--- src/rtl/alu_arbiter.sv ---
// Two-requester front end for a shared combinational 8-bit ALU: arbitrates, registers
// operands onto the ALU, captures the result and returns it tagged with the requester id.
module alu_arbiter #(
  parameter bit RR = 1'b1
) (
  input  logic       in_clk,
  input  logic       in_rst_n,
  input  logic       in_req0_valid,
  output logic       out_req0_ready,
  input  logic [7:0] in_req0_a,
  input  logic [7:0] in_req0_b,
  input  logic [2:0] in_req0_op,
  input  logic       in_req1_valid,
  output logic       out_req1_ready,
  input  logic [7:0] in_req1_a,
  input  logic [7:0] in_req1_b,
  input  logic [2:0] in_req1_op,
  output logic [7:0] out_alu_a,
  output logic [7:0] out_alu_b,
  output logic [2:0] out_alu_op,
  input  logic [8:0] in_alu_result,
  output logic       out_rsp_valid,
  output logic       out_rsp_id,
  output logic [8:0] out_rsp_result,
  input  logic       in_rsp_ready,
  output logic [1:0] out_dbg_state
);

  typedef enum logic [1:0] {
    IDLE = 2'd0,
    EXEC = 2'd1,
    RESP = 2'd2
  } state_t;

  state_t state;
  state_t state_nxt;
  logic   prio;
  logic   grant1;
  logic   accept;

  // Handshakes: a transfer happens on a rising edge where valid and ready are both high.
  // Ready is a function of valid (and state/prio); requesters assert valid without waiting
  // for ready, and the response side holds valid/id/result stable until rsp_ready is seen.
  assign grant1         = in_req1_valid & (~in_req0_valid | prio);
  assign out_req0_ready = (state == IDLE) & in_req0_valid & ~grant1;
  assign out_req1_ready = (state == IDLE) & grant1;
  assign accept         = out_req0_ready | out_req1_ready;
  assign out_rsp_valid  = (state == RESP);
  assign out_dbg_state  = state;

  always_ff @(posedge in_clk or negedge in_rst_n) begin
    if (!in_rst_n) begin
      state <= IDLE;
    end else begin
      state <= state_nxt;
    end
  end

  always_comb begin
    state_nxt = state;
    case (state)
      IDLE:    if (accept) state_nxt = EXEC;
      EXEC:    state_nxt = RESP;
      RESP:    if (in_rsp_ready) state_nxt = IDLE;
      default: state_nxt = IDLE;
    endcase
  end

  always_ff @(posedge in_clk or negedge in_rst_n) begin
    if (!in_rst_n) begin
      prio           <= 1'b0;
      out_alu_a      <= 8'h00;
      out_alu_b      <= 8'h00;
      out_alu_op     <= 3'b000;
      out_rsp_id     <= 1'b0;
      out_rsp_result <= 9'h000;
    end else begin
      if (accept) begin
        out_alu_a  <= grant1 ? in_req1_a  : in_req0_a;
        out_alu_b  <= grant1 ? in_req1_b  : in_req0_b;
        out_alu_op <= grant1 ? in_req1_op : in_req0_op;
        out_rsp_id <= grant1;
        // Fixed-priority mode never moves the pointer off requester 0.
        if (RR) prio <= ~grant1;
      end
      if (state == EXEC) out_rsp_result <= in_alu_result;
    end
  end

endmodule

--- config.mk ---
export PLATFORM = sky130hd
export DESIGN_NAME = alu_arbiter
export DESIGN_NICKNAME = d
export VERILOG_FILES = /design/src/rtl/alu_arbiter.sv
export SDC_FILE = /design/constraint.sdc
export NUM_CORES = 1
export LEC_CHECK = 0
export CORE_ASPECT_RATIO = 0.6
export CORE_MARGIN = 2
export CORE_UTILIZATION = 37
export DETAILED_ROUTE_END_ITERATION = 10
export PLACE_DENSITY = 0.8
export SYNTH_ARGS = -nofsm -noshare
export SYNTH_HDL_FRONTEND = slang
export SYNTH_SLANG_ARGS = --single-unit
--- constraint.sdc ---
create_clock -name in_clk -period 2 [get_ports in_clk]
set_clock_uncertainty 0.15 [all_clocks]
set_input_delay 0.3 -clock in_clk [delete_from_list [all_inputs] [get_ports in_clk]]
set_output_delay 0.3 -clock in_clk [all_outputs]
set_load 0.01 [all_outputs]
Yosys cells after proc, flatten, opt, wreduce, memory -nomap -nowiden --
Cells that the tools add are included.
Word-level totals: word-level logic and storage cells 27, input port bits 52, bits in registers 32, output and inout bits 34
Operators by class: reduce and logical (&&, ||, !) cells 2, equal/unequal tests 4, multiplexer cells 6, bitwise gates (word level) 8
Operators by type and width (number):
- 2-to-1 mux 8 bit | 2
- one-hot mux 2 bit (3 select lines) | 1
- bitwise AND 1 bit | 4
- 2-to-1 mux 2 bit | 2
- 2-to-1 mux 3 bit | 1
- == test 2 x 1 -> 1 bit (second input constant) | 1
- == test 2 bit (second input constant) | 1
- logical NOT 2 bit | 1
- != test 2 x 1 -> 1 bit (second input constant) | 1
- != test 2 bit (second input constant) | 1
- NOT 1 bit | 2
- OR 1 bit | 2
- AND reduction 2 bit | 1

Depth between registers and ports, before layout --
depth in word-level cells 8, gate-level depth with buffers 5, gate-level depth less buffers 4

Worst setup path after synthesis --
OpenSTA, ideal clock, no wires.
kind register to output, start register state[1] (netlist: out_dbg_state[1]), end output out_req0_ready, data required time 1550 ps, setup slack 385 ps, arrival 1165 ps, stages on the path, launching flop included 4, path buffers 1, path through dfrtp_1 -> or3b_1 -> a21oi_2 -> buf_6
On the way: cells in the longest elaborated chain, start to end 3
Ends and longest elaborated chain:
- start: declaration | line 35 | state_t state;
- start signal: assignment | line 55 | state <= state_nxt;
- logical NOT 2 bit | line 45 | assign out_req0_ready = (state == IDLE) & in_req0_valid & ~grant1;
- bitwise AND 1 bit (2 in series) | line 45
- end: declaration | line 9 | output logic out_req0_ready,
No other way between the ends.

Final worst setup path --
start input in_req0_valid, end output out_req0_ready
On the way: cells in the longest elaborated chain, start to end 5, elaborated cells on any way between the ends 6, classes of those cells bitwise (6)
Ends and longest elaborated chain:
- start: declaration | line 8 | input logic in_req0_valid,
- NOT 1 bit | line 44 | assign grant1 = in_req1_valid & (~in_req0_valid | prio);
- OR 1 bit | line 44
- bitwise AND 1 bit | line 44
- NOT 1 bit | line 45
- bitwise AND 1 bit * | line 45
Every way passes the cells marked *; elsewhere a longest branch is shown, timed or not.

==> results_dict.tcl <==
set metrics [dict create \
    slew_headroom_pct 71.5 \
    boundaryPins 86 \
    hp-class "input port to asynchronous set/reset pin" \
    ir_drop_mv 0.738 \
    setup_viol 0 \
    nets 265 \
    cts-root-buf "clkbuf_8" \
    power_density_nw_per_um2 1430 \
    drv_slew 0 \
    status "finished, final reports clean" \
    critPathLaunchType "input port" \
    crit_fanout 2 \
    finalHoldViolations 0 \
    core-area_sq_um 3680 \
    area_growth_pct 72.8 \
    dp_hpwl_um 3060 \
    hold_buffers 0 \
    min_period_ns 1.92 \
    placed_cell_area_sq_um 2360 \
    numClockSinks 32 \
    final_cells 260 \
    drive_gt1_share_pct 14.6 \
    ys_ff_latch 32 \
    fp.dieW_um 84.1 \
    grt_overflow 0 \
    wl_um 4150 \
    timing.hold.ws_ns 0.283 \
    worstPathArrival_ns 1.47 \
    clk_path_buf_depth 2 \
    drt_pass1_iterations 4 \
    io_buffers 85 \
    post_cts_buffers 0 \
    required_ns 1.55 \
    die_area_sq_um 4380 \
    worst_pin_slew_ns 0.427 \
    syn_inst 120 \
    path_clk_slew_ns 0.06 \
    final_area_sq_um 2460 \
    grt_pass1_wl_um 6710 \
    period_share_pct 95.8 \
    grt_max_degree 33 \
    crit_type "input port to output pin" \
    mostFrequentLayoutCell "clkdlybuf4s50_1" \
    rsz0062_at_grt "false" \
    die_height_um 52.1 \
    grt_pass1_vias 1438 \
    critPathCaptureType "output pin" \
    antenna_found_initial 0 \
    cts_tree "yes" \
    globalRouteTotalUtil_pct 19.7 \
    r2r_slack_ns 0.41 \
    clk_latency_ns 0.27 \
    synth_area_sq_um 1420 \
    drc 0 \
    initial_utilization_pct 38.7 \
    synth_nets 172 \
    dr.first_iter.drc_count 83 \
    synth_cell_types 23 \
    p_leak_nw 1.04 \
    rows 17 \
    clock.fmax_ghz 0.522 \
    synth_seq_area_share_pct 56.2 \
    vias 1380 \
    h-tree-depth 2 \
    yosysWarnings 0 \
    ant_nets 0 \
    cts_made_buffers 5 \
    gp_congestion 0.889 \
    max-cap-violations 0 \
    antenna_cells 0 \
    layout_common_cells "clkdlybuf4s50_1, dfrtp_1, a21boi_0, a221o_1" \
    synth_area_per_cell_sq_um 11.9 \
    via_per_inst 5.31 \
    drt-wirelength-per-cell_um 16.0 \
    dp.cells 253 \
]
stage by stage:
step | power [W] | setup slack, ns | setup TNS [ns] | utilization (%)
final | 0.00351 | 0.0849 | 0 | 66.8
after floorplan | 0.00201 | 0.385 | 0 | -
after detailed placement | 0.00299 | -0.334 | -0.460 | 64.2
after global routing | 0.00375 | 0.0416 | 0 | 66.8
after CTS | 0.00354 | 0.0226 | 0 | 66.8
after global placement | 0.00294 | -0.315 | -0.423 | 64.2
power breakdown:
part           switching [W]  internal (W)
sequential          0.000177      0.000977
clock               0.000218      0.000306
combinational       0.000760       0.00107
repair_timing:
action	CTS	global route
setup endpoints to repair	2	1
pin swaps	0	0
resized for setup	7	1
registers in the layout, indices dropped and copies added, names as in the netlist:
signal / count
out_alu_a: 8
out_alu_b: 8
prio: 1
out_dbg_state: 2
out_alu_op: 3
out_rsp_id: 1
out_rsp_result: 9
cells by family after synthesis:
family          after synthesis  share of synthesized area [%]
flops                        32                           56.2
buf+inv                      12                           4.92
compound gates               50                           24.7
mux                           9                           7.12
simple gates                 17                           7.03
layout make-up:
type	count	area, sq um
clock buffer	7	96.3
fill	269	1220
inverter	3	11.3
multi-input combinational	76	558
sequential	32	801
tap	47	58.8
timing repair buffer	95	935
final timing paths:
check | from | to | cells past startpoint
worst max-delay path | in_req0_valid | out_req0_ready | 4
worst min-delay path | in_rst_n | out_rsp_result[7] | 2
worst max register to register | out_dbg_state[1] | out_alu_op[2] | 5
worst min register to register | out_rsp_id | out_rsp_id | 1
max in group asynchronous | in_rst_n | out_alu_op[2] | 2
min in group in_clk | out_rsp_id | out_rsp_id | 1
synth_stat cells:
cell type | n | area (sq um)
a21boi_0 | 11 | 82.6
a21o_1 | 2 | 15.0
a21oi_1 | 8 | 40.0
a21oi_2 | 1 | 8.76
a221o_1 | 11 | 110
a31oi_1 | 8 | 50.1
and2b_1 | 1 | 7.51
and3_4 | 1 | 11.3
buf_2 | 2 | 10.0
buf_6 | 3 | 33.8
clkbuf_1 | 4 | 15.0
dfrtp_1 | 32 | 801
inv_1 | 2 | 7.51
inv_2 | 1 | 3.75
mux2_1 | 1 | 11.3
mux2_2 | 8 | 90.1
nand2_1 | 1 | 3.75
nand2b_1 | 3 | 18.8
nand3_1 | 8 | 40.0
nor2_1 | 1 | 3.75
o21ai_0 | 9 | 45.0
or2_1 | 1 | 6.26
or3b_1 | 1 | 8.76
routing by layer:
metal	vias to the layer above	track usage, %	part of all wire [%]
met2	51	33.1	49
met1	684	25.6	44
met5	-	0	0
met3	6	4.44	5.6
met4	0	6.72	1.3
li1	639	-	-
critical path, stage by stage:
cell and delay, ns:
clkdlybuf4s50_1 0.49, or3b_4 0.39, a21oi_2 0.13, buf_2 0.15
(Power assumes the default switching activity.)
